<file path="src/rtl/i2c_cmd_arbiter_if.sv">
// i2c_cmd_arbiter_if: requester-side command ports and I2C master command port of the arbiter.
interface i2c_cmd_arbiter_if #(
    parameter int NUM_REQ = 4
);
    logic [NUM_REQ-1:0]   req_pulse;
    logic [NUM_REQ-1:0]   req_rw;
    logic [8*NUM_REQ-1:0] req_id;
    logic [8*NUM_REQ-1:0] req_addr;
    logic [8*NUM_REQ-1:0] req_wdata;
    logic [NUM_REQ-1:0]   req_cmplt;
    logic [7:0]           req_rdata;
    logic                 req_timeout;
    logic [NUM_REQ-1:0]   req_overrun;
    logic [7:0]           dbg_cstate;
    logic                 IO_CONTROL_PULSE;
    logic                 IO_CONTROL_RW;
    logic [7:0]           IO_CONTROL_ID;
    logic [7:0]           IO_ADDR_ADDR;
    logic [7:0]           IO_WDATA_WDATA;
    logic [7:0]           IO_RDATA_RDATA;
    logic                 IO_CONTROL_CMPLT;
    modport master (
        input  req_pulse, req_rw, req_id, req_addr, req_wdata, IO_RDATA_RDATA, IO_CONTROL_CMPLT,
        output req_cmplt, req_rdata, req_timeout, req_overrun, dbg_cstate,
               IO_CONTROL_PULSE, IO_CONTROL_RW, IO_CONTROL_ID, IO_ADDR_ADDR, IO_WDATA_WDATA
    );
    modport slave (
        output req_pulse, req_rw, req_id, req_addr, req_wdata, IO_RDATA_RDATA, IO_CONTROL_CMPLT,
        input  req_cmplt, req_rdata, req_timeout, req_overrun, dbg_cstate,
               IO_CONTROL_PULSE, IO_CONTROL_RW, IO_CONTROL_ID, IO_ADDR_ADDR, IO_WDATA_WDATA
    );
endinterface

</file>
<file path="src/rtl/i2c_cmd_arbiter.sv">
// i2c_cmd_arbiter: round-robin sharing of one I2C master command port among NUM_REQ requesters,
// with per-requester command latching, completion routing and a watchdog on stalled commands.
module i2c_cmd_arbiter #(
    parameter int          NUM_REQ        = 4,
    parameter int unsigned TIMEOUT_CYCLES = 50000000,
    parameter string       SIMULATION     = "false"
) (
    input logic clk,
    input logic rst,
    i2c_cmd_arbiter_if.master bus
);
    localparam int W = $clog2(NUM_REQ);
    localparam logic [31:0] TMO = (SIMULATION == "true") ? 32'h400 : 32'(TIMEOUT_CYCLES);
    typedef enum logic [1:0] {ST_IDLE = 2'd0, ST_ISSUE = 2'd1, ST_WAIT = 2'd2, ST_DONE = 2'd3} state_t;
    state_t state, state_nx;
    logic [NUM_REQ-1:0] pending, hold_rw, clr, take;
    logic [7:0] hold_id [NUM_REQ];
    logic [7:0] hold_addr [NUM_REQ];
    logic [7:0] hold_wdata [NUM_REQ];
    logic [W-1:0] rr, winner, pick, idx;
    logic [31:0] wdog;
    logic [7:0] rd;
    logic to;
    assign clr = {{(NUM_REQ-1){1'b0}}, state == ST_DONE} << winner;
    // a pulse landing on the owner's DONE cycle is a fresh command, not an overrun
    assign take = bus.req_pulse & (~pending | clr);
    assign bus.dbg_cstate = {6'd0, state};
    // descending scan so the smallest offset from rr is the last to win
    always_comb begin
        pick = rr;
        idx = rr;
        for (int i = NUM_REQ - 1; i >= 0; i--) begin
            idx = W'((int'(rr) + i) % NUM_REQ);
            if (pending[idx]) pick = idx;
        end
    end
    always_comb begin
        state_nx = state;
        case (state)
            ST_IDLE:  state_nx = |pending ? ST_ISSUE : ST_IDLE;
            ST_ISSUE: state_nx = ST_WAIT;
            ST_WAIT:  state_nx = (bus.IO_CONTROL_CMPLT || wdog <= 32'd1) ? ST_DONE : ST_WAIT;
            default:  state_nx = ST_IDLE;
        endcase
    end
    always_ff @(posedge clk) begin
        if (rst) begin
            state <= ST_IDLE;
            pending <= '0;
            rr <= '0;
            winner <= '0;
            wdog <= '0;
            rd <= '0;
            to <= 1'b0;
            bus.req_cmplt <= '0;
            bus.req_rdata <= '0;
            bus.req_timeout <= 1'b0;
            bus.req_overrun <= '0;
            bus.IO_CONTROL_PULSE <= 1'b0;
            bus.IO_CONTROL_RW <= 1'b0;
            bus.IO_CONTROL_ID <= '0;
            bus.IO_ADDR_ADDR <= '0;
            bus.IO_WDATA_WDATA <= '0;
        end else begin
            state <= state_nx;
            pending <= (pending & ~clr) | take;
            bus.req_overrun <= bus.req_overrun | (bus.req_pulse & ~take);
            bus.IO_CONTROL_PULSE <= state == ST_IDLE && |pending;
            if (state == ST_IDLE && |pending) begin
                winner <= pick;
                bus.IO_CONTROL_RW <= hold_rw[pick];
                bus.IO_CONTROL_ID <= hold_id[pick];
                bus.IO_ADDR_ADDR <= hold_addr[pick];
                bus.IO_WDATA_WDATA <= hold_wdata[pick];
            end
            if (state == ST_ISSUE) wdog <= TMO;
            if (state == ST_WAIT) begin
                wdog <= wdog - 32'd1;
                rd <= bus.IO_CONTROL_CMPLT ? bus.IO_RDATA_RDATA : 8'hFF;
                to <= !bus.IO_CONTROL_CMPLT;
            end
            bus.req_cmplt <= clr;
            bus.req_timeout <= state == ST_DONE && to;
            if (state == ST_DONE) begin
                bus.req_rdata <= rd;
                rr <= (winner == W'(NUM_REQ - 1)) ? '0 : winner + 1'b1;
            end
        end
    end
    always_ff @(posedge clk) begin
        for (int i = 0; i < NUM_REQ; i++) begin
            if (rst) begin
                hold_rw[i] <= 1'b0;
                hold_id[i] <= '0;
                hold_addr[i] <= '0;
                hold_wdata[i] <= '0;
            end else if (take[i]) begin
                hold_rw[i] <= bus.req_rw[i];
                hold_id[i] <= bus.req_id[8*i +: 8];
                hold_addr[i] <= bus.req_addr[8*i +: 8];
                hold_wdata[i] <= bus.req_wdata[8*i +: 8];
            end
        end
    end
endmodule
</file>
<file path="src/flat_wrapper.sv">
// flat-port wrapper written by rule: the top's interface ports become plain ports
module i2c_cmd_arbiter_flat 
#(
    parameter int          NUM_REQ        = 4,
    parameter int unsigned TIMEOUT_CYCLES = 50000000,
    parameter string       SIMULATION     = "     "
)
  (clk, rst, bus_req_pulse, bus_req_rw, bus_req_id, bus_req_addr, bus_req_wdata, bus_IO_RDATA_RDATA, bus_IO_CONTROL_CMPLT, bus_req_cmplt, bus_req_rdata, bus_req_timeout, bus_req_overrun, bus_dbg_cstate, bus_IO_CONTROL_PULSE, bus_IO_CONTROL_RW, bus_IO_CONTROL_ID, bus_IO_ADDR_ADDR, bus_IO_WDATA_WDATA);
  i2c_cmd_arbiter_if #(.NUM_REQ(NUM_REQ)) bus_i ();
  input logic clk;
  input logic rst;
  input wire logic [$bits(bus_i.req_pulse)-1:0] bus_req_pulse;
  input wire logic [$bits(bus_i.req_rw)-1:0] bus_req_rw;
  input wire logic [$bits(bus_i.req_id)-1:0] bus_req_id;
  input wire logic [$bits(bus_i.req_addr)-1:0] bus_req_addr;
  input wire logic [$bits(bus_i.req_wdata)-1:0] bus_req_wdata;
  input wire logic [$bits(bus_i.IO_RDATA_RDATA)-1:0] bus_IO_RDATA_RDATA;
  input wire logic [$bits(bus_i.IO_CONTROL_CMPLT)-1:0] bus_IO_CONTROL_CMPLT;
  output wire logic [$bits(bus_i.req_cmplt)-1:0] bus_req_cmplt;
  output wire logic [$bits(bus_i.req_rdata)-1:0] bus_req_rdata;
  output wire logic [$bits(bus_i.req_timeout)-1:0] bus_req_timeout;
  output wire logic [$bits(bus_i.req_overrun)-1:0] bus_req_overrun;
  output wire logic [$bits(bus_i.dbg_cstate)-1:0] bus_dbg_cstate;
  output wire logic [$bits(bus_i.IO_CONTROL_PULSE)-1:0] bus_IO_CONTROL_PULSE;
  output wire logic [$bits(bus_i.IO_CONTROL_RW)-1:0] bus_IO_CONTROL_RW;
  output wire logic [$bits(bus_i.IO_CONTROL_ID)-1:0] bus_IO_CONTROL_ID;
  output wire logic [$bits(bus_i.IO_ADDR_ADDR)-1:0] bus_IO_ADDR_ADDR;
  output wire logic [$bits(bus_i.IO_WDATA_WDATA)-1:0] bus_IO_WDATA_WDATA;
  assign bus_i.req_pulse = bus_req_pulse;
  assign bus_i.req_rw = bus_req_rw;
  assign bus_i.req_id = bus_req_id;
  assign bus_i.req_addr = bus_req_addr;
  assign bus_i.req_wdata = bus_req_wdata;
  assign bus_i.IO_RDATA_RDATA = bus_IO_RDATA_RDATA;
  assign bus_i.IO_CONTROL_CMPLT = bus_IO_CONTROL_CMPLT;
  assign bus_req_cmplt = bus_i.req_cmplt;
  assign bus_req_rdata = bus_i.req_rdata;
  assign bus_req_timeout = bus_i.req_timeout;
  assign bus_req_overrun = bus_i.req_overrun;
  assign bus_dbg_cstate = bus_i.dbg_cstate;
  assign bus_IO_CONTROL_PULSE = bus_i.IO_CONTROL_PULSE;
  assign bus_IO_CONTROL_RW = bus_i.IO_CONTROL_RW;
  assign bus_IO_CONTROL_ID = bus_i.IO_CONTROL_ID;
  assign bus_IO_ADDR_ADDR = bus_i.IO_ADDR_ADDR;
  assign bus_IO_WDATA_WDATA = bus_i.IO_WDATA_WDATA;
  i2c_cmd_arbiter #(.NUM_REQ(NUM_REQ), .TIMEOUT_CYCLES(TIMEOUT_CYCLES), .SIMULATION(SIMULATION)) u_core (.clk(clk), .rst(rst), .bus(bus_i));
endmodule
</file>
<file path="config.mk">
export PLATFORM = sky130hd
export DESIGN_NAME = i2c_cmd_arbiter_flat
export DESIGN_NICKNAME = d
export VERILOG_FILES = /design/src/rtl/i2c_cmd_arbiter_if.sv /design/src/rtl/i2c_cmd_arbiter.sv /design/src/flat_wrapper.sv
export SDC_FILE = /design/constraint.sdc
export NUM_CORES = 1
export LEC_CHECK = 0
export CORE_MARGIN = 5
export CORE_UTILIZATION = 51
export DETAILED_ROUTE_END_ITERATION = 12
export PLACE_DENSITY = 0.8
export SYNTH_ARGS = -nofsm -noshare
export SYNTH_HDL_FRONTEND = slang
export SYNTH_SLANG_ARGS = --single-unit
export TNS_END_PERCENT = 50
</file>
<file path="constraint.sdc">
create_clock -name clk -period 2.6 [get_ports clk]
set_input_delay 0.26 -clock clk [delete_from_list [all_inputs] [get_ports clk]]
set_output_delay 0.26 -clock clk [all_outputs]
set_load 0.005 [all_outputs]
</file>
# Word-level counts from Yosys, hierarchy flattened

Memory sizes are Yosys's and may differ from the RTL's. A register that Yosys moved wholly into a read port is not among the register bits.
Index checks and enable logic that the tools add are counted.

Register bits: 74
Latch bits: 0
Bits in writable memories: 96
ROM bits: 0
Bits of input ports: 115
Output and inout bits: 51
Logic and storage cells: 111
Memories kept: 3

$add $sub $neg: 5
$mul: 0
Div/mod/pow operators: 0
Magnitude comparators: 6
Equality and inequality tests: 4
Shifts and indexed selects: 1
Muxes and demuxes: 47
Bitwise operators: 21
Reductions and logical operators: 7

Memory list:

| memory            | depth | bits a word | read ports | clocked after Yosys merged registers in | write ports | RTL line              | RTL |
|---|---|---|---|---|---|---|---|
| u_core.hold_addr  | 4     | 8           | 1          | 1                                       | 4           | i2c_cmd_arbiter.sv:18 | `logic [7:0] hold_addr [NUM_REQ];` |
| u_core.hold_id    | 4     | 8           | 1          | 1                                       | 4           | i2c_cmd_arbiter.sv:17 | `logic [7:0] hold_id [NUM_REQ];` |
| u_core.hold_wdata | 4     | 8           | 1          | 1                                       | 4           | i2c_cmd_arbiter.sv:19 | `logic [7:0] hold_wdata [NUM_REQ];` |

Operators by type and width:

| kind                                                             | count |
|---|---|
| two-way mux 8 bit                                                | 13 |
| two-way mux 32 bit                                               | 2 |
| less-or-equal comparator 32 x 1 -> 1 bit (second input constant) | 1 |
| subtractor 32 x 1 -> 32 bit (second input constant)              | 1 |
| two-way mux 1 bit                                                | 21 |
| less-than comparator 2 x 3 -> 1 bit (second input constant)      | 5 |
| bitwise AND 4 bit                                                | 3 |
| NOT 4 bit                                                        | 3 |
| bitwise OR 1 bit                                                 | 12 |
| bitwise OR 4 bit                                                 | 3 |
| binary-select mux 1 bit (select 2 bit)                           | 5 |
| two-way mux 2 bit                                                | 5 |
| equality test 2 bit (second input constant)                      | 3 |
| case mux 2 bit (3 select lines)                                  | 1 |
| adder 2 x 1 -> 2 bit (second input constant)                     | 2 |
| adder 2 bit (second input constant)                              | 2 |
| OR reduction 4 bit                                               | 1 |
| left shift 1 x 2 -> 4 bit                                        | 1 |
| equality test 2 x 1 -> 1 bit (second input constant)             | 1 |
| logical AND 1 bit                                                | 2 |
| zero test 2 bit                                                  | 1 |
| nonzero test 2 bit                                               | 1 |
| zero test 1 bit                                                  | 1 |
| logical OR 1 bit                                                 | 1 |

# Depth between registers and ports, before layout

Word-level depth: 9
Gate-level depth with buffers: 8
Depth with buffers taken out: 7

# Worst setup path before layout

No wires, ideal clock.

Path type: register to register
Start: reg u_core.state[1]
End: mem u_core.hold_addr[2][0], enable pin
Library setup time: 0.384 ns
Arrival: 1.741 ns
Data required time: 2.216 ns
Setup slack: 0.475 ns
Cell stages (with the launch flop): 6
Buffers on the path: 0
Clock period less this slack: 2.125 ns
Path through: dfxtp_1 ha_1 nand2_1 o21ai_0 nand2_1 nand2b_1

RTL lines:

| element                  | RTL line              | RTL |
|---|---|---|
| start: declaration       | i2c_cmd_arbiter.sv:15 | `state_t state, state_nx;` |
| start signal: assignment | i2c_cmd_arbiter.sv:65 | `state <= state_nx;` |
| end: declaration         | i2c_cmd_arbiter.sv:18 |  |

# Final worst setup path

Start: reg u_core.state[0]
End: reg u_core.wdog[13]

Longest elaborated chain between the ends: 2
Elaborated cells between the ends (all ways): 4
Classes of those cells: eq/ne: 2; mux: 1; reduce/logical: 1

RTL lines:

| element                                                                    | RTL line                                     | RTL |
|---|---|---|
| equality test 2 bit / equality test 2 x 1 -> 1 bit (equally long branches) | i2c_cmd_arbiter.sv:77, i2c_cmd_arbiter.sv:76 |  |
| two-way mux 32 bit / nonzero test 2 bit (equally long branches)            | --                                           |  |
| end signal: assignment                                                     | i2c_cmd_arbiter.sv:78                        | `wdog <= wdog - 32'd1;` |
| end: declaration                                                           | i2c_cmd_arbiter.sv:21                        | `logic [31:0] wdog;` |

Several ways; a longest one is shown, not always the timed one.
A chain may end at the register's enable or synchronous reset.

==> results.txt <==
----------------------------------------------------
[Status]
  Status ... completed

[Layout]
  Sequential Area ... 4840 um^2
  Layout cell share with drive strength beyond 1 ... 7.54%
  Layout overhead on the synthesized area ... 31.1%
  Final-stage net count ... 984
  Area of the multi-input gates ... 2990 um^2
  Core Util, Final ... roughly 67%
  Final design instance area without fill ... 10500 um^2
  Number of filler instances in the final layout ... approximately 1100
  Antenna Cells ... 0

[CTS]
  Number of CTS-inserted buffers ... 17
  Clock latency at the later pin of the worst-skew pair ... roughly 440 ps
  CTS Hold Buffers Added ... 0
  Clock slew at reported path FFs ... 70 ps
  CTS-repair resized insts ... 0
  CTS tree ... done
  Root buffer cell ... sky130_fd_sc_hd__clkbuf_16
  Clock Tree Buf Depth ... 2
  Max H-tree Level ... 4
  Setup fix buffers added after clock tree synthesis ... 0
  Count of clock tree sinks ... 194

[Die]
  IO Count ... 166
  Core footprint ... between 15000 and 20000 um^2
  Num rows ... 46
  Die H ... 136 um
  DIE WIDTH ... about 140 um
  Die area ... 18400 um^2
  Effective utilization at floorplan ... 51.4%

[Setup path]
  Buffers and inverters on the worst path ... 2
  Worst path depth ... 8
  Worst path arrival time ... 2610 ps
  Type of element launching the critical path ... flop
  Critical path, cell by cell ... inv_1, ha_1, nand2b_1, nor4_1, buf_4, nand4b_1, xor2_1, a21oi_1
  Kind of end point of the critical path ... flop
  Required @ worst endpoint ... between 2000 and 3000 ps
  Cell count of the worst reg-to-reg path ... 8
  Largest fanout on the critical path ... 10
  Critical-path cell with the highest stage delay ... sky130_fd_sc_hd__ha_1
  Setup CP Type ... flop to flop
  Largest stage delay, worst path ... between 400 and 500 ps
  Crit path max-delay family ... simple AND/OR/NAND/NOR gates

[Route]
  Post-detailed-route count of antenna-violating nets ... 0
  Number of vias in the routed layout ... 5874
  Via density ... 5.38
  Total Wirelength ... 20100 um
  Average routed wire per standard cell ... between 15 and 20 um
  First drt pass iteration count ... 5
  Number of DRC markers in iteration 0 ... 479
  Number of remaining DRC errors ... 0

[STA]
  Final count of hold timing violations ... 0
  Final Cycle Share ... a little under nine tenths
  Max Freq ... 0.446 GHz
  Worst hold margin ... approximately 330 ps
  Setup Skew ... 7.30 ps
  Fin crit period ... 2240 ps
  Worst slew pin tran ... 659 ps
  Number of pins with negative max-slew slack in the final report ... 0
  Setup violators final ... 0
  Setup repair after global routing missed its margin ... false
  Slew headroom ... 56.1%
  Summed negative setup slack over all endpoints ... 0 ps
  Final worst slack ... about 360 ps

[Place]
  Post-placement cell area ... 9930 um^2
  Post-Place Setup Slack ... 395 ps
  PortBufs ... 159
  Post-detail-place hpwl ... between 10000 and 15000 um
  Routability cong. ... between 0.9 and 1

[Pwr]
  Power share of the combinational group ... between 20% and 30%
  Share of power burned in registers ... between 40% and 50%
  Max VDD drop ... 681 uV
  Net switching fraction of the power ... 30.2%
  Clock network fraction of total power ... approximately 30%
  Areal power density over the cells ... 842 nW/um^2
  Switch Pwr ... around 2700 uW
  Leakage power ... 0.00399 uW
  Internal power ... 6200 uW

[Yosys]
  Mean cell area of the mapped netlist ... 11.5 um^2
  Number of enable flip-flop cells after synthesis ... 96
  Post-synth top area cell ... sky130_fd_sc_hd__edfxtp_1
  Most used standard cells in the synthesized netlist ... sky130_fd_sc_hd__and2_1 (98), sky130_fd_sc_hd__dfxtp_1 (98), sky130_fd_sc_hd__edfxtp_1 (96)
  Count of cell types in the netlist ... 48
  Synthesis-stage register bit count ... between 150 and 200
  Gate count after technology mapping ... roughly 700
  Asr flop ratio synth ... 0%
  Area share of the largest cell type after synthesis ... around 36%
  Largest cells by area after synthesis ... sky130_fd_sc_hd__edfxtp_1 (36%), sky130_fd_sc_hd__dfxtp_1 (24%), sky130_fd_sc_hd__and2_1 (7.6%)
  Part of the Yosys area used for sequential elements ... 60.3%
  Netlist Area Pre-Place ... 8040 um^2
  Primary flip-flop cell chosen by synthesis mapping ... sky130_fd_sc_hd__dfxtp_1
  Synth warnings ... 0

[Hold path]
  Hold/Removal Path Class ... input pin to flop
  Hold Crit Depth ... 2

[Global route]
  Wire length of the first global-routing pass ... 30800 um
  Number of antenna violations at the first check in global routing ... 0
  Largest net degree at the start of global routing ... 35
  GRT Util Overall ... 22.1%
  Number of global-route vias before repair ... 5804
  Congestion Overflow GR ... 0

[Run]
  Count of max-cap constraint violations ... 0

----------------------------------------------------
## cells in the final DEF, fill, tap and decap left out, types with 3 or more instances in the layout
cell type                         count
sky130_fd_sc_hd__clkdlybuf4s50_1    158
sky130_fd_sc_hd__and2_1              98
sky130_fd_sc_hd__dfxtp_1             98
sky130_fd_sc_hd__edfxtp_1            96
sky130_fd_sc_hd__nor2_1              65
sky130_fd_sc_hd__mux2i_1             58
sky130_fd_sc_hd__nand2_1             41
sky130_fd_sc_hd__a21oi_1             25
sky130_fd_sc_hd__xor2_1              25
sky130_fd_sc_hd__o221ai_1            24
sky130_fd_sc_hd__buf_4               22
sky130_fd_sc_hd__clkbuf_16           19
sky130_fd_sc_hd__inv_1               15
sky130_fd_sc_hd__nand3_1             12
sky130_fd_sc_hd__o21ai_0              8
sky130_fd_sc_hd__nand2b_1             7
sky130_fd_sc_hd__o22ai_1              7
sky130_fd_sc_hd__ha_1                 7
sky130_fd_sc_hd__or4_1                6
sky130_fd_sc_hd__nor3_1               6
sky130_fd_sc_hd__conb_1               6
sky130_fd_sc_hd__nand4_1              5
sky130_fd_sc_hd__nor4_1               5
sky130_fd_sc_hd__nand4b_1             5
sky130_fd_sc_hd__inv_6                5
sky130_fd_sc_hd__nand3b_1             4
sky130_fd_sc_hd__xnor2_1              4
sky130_fd_sc_hd__nor2b_1              4
sky130_fd_sc_hd__o31ai_1              3
sky130_fd_sc_hd__clkinv_4             3
## through the flow
step	total power (uW)	std cells
floorplan	5340	702
global placement	6100	1059
detailed placement	6230	1059
CTS	8880	1091
global route	9270	1091
finish	8870	1091
## path summary, 6_finish.rpt
path	start	end	slack, ps
worst max-delay path	u_core.state[0]$_SDFF_PP0_	u_core.wdog[13]$_SDFFE_PP0P_	360
worst min-delay path	rst	u_core.bus.req_rdata[1]$_SDFFE_PP0N_	330
worst max register to register	u_core.state[0]$_SDFF_PP0_	u_core.wdog[13]$_SDFFE_PP0P_	360
worst min register to register	u_core.to$_SDFFE_PP0P_	u_core.bus.req_timeout$_SDFF_PP0_	450
## cells by family after synthesis
kind of cell	Yosys count	synth area share [%]
xor+xnor	29	3.16
simple gates	271	18.3
other cells	1	0.0466
fa+ha+maj	7	1.09
flops	194	60.3
buf+inv	56	2.97
compound gates	81	6.94
mux	58	7.22
## power groups by stage
stage	registers [uW]	logic [uW]	clock network, uW
final	3960	2260	2650
after global routing	4000	2460	2810
after CTS	3950	2250	2680
after detailed placement	4000	2230	0
after global placement	3980	2130	0
after floorplan	3930	1410	0
## per-layer routing
metal / share of wire (%) / up-vias / track usage, %
li1: - / 2777 / -
met1: 42 / 2853 / 28.0
met2: 49 / 215 / 36.6
met3: 6.2 / 29 / 5.91
met4: 2.1 / 0 / 7.78
met5: 0 / - / 0
## layout make-up
type	count	area share [%]
sequential	194	46.0
multi-input combinational	452	28.3
timing repair buffer	182	16.8
clock buffer	21	4.77
tap	216	2.56
clock inverter	11	1.04
inverter	15	0.534
## state kept, by name (all words and copies together) (netlist names), 4 cells and up
name,cells
u_core.rd,8
u_core.bus.req_overrun,4
u_core.hold_rw,4
u_core.bus.IO_ADDR_ADDR,8
u_core.pending,4
u_core.bus.req_rdata,8
u_core.wdog,32
u_core.bus.IO_CONTROL_ID,8
u_core.hold_addr,32
u_core.bus.IO_WDATA_WDATA,8
u_core.hold_id,32
u_core.bus.req_cmplt,4
u_core.hold_wdata,32
## worst reg2reg max path, delay by kind of cell, from the launching register on
family	cells	cell delay, ps
buf+inv	2	360
simple gates	3	670
flops	1	380
fa+ha+maj	1	430
xor+xnor	1	190
compound gates	1	150
(Power assumes the default switching activity.)
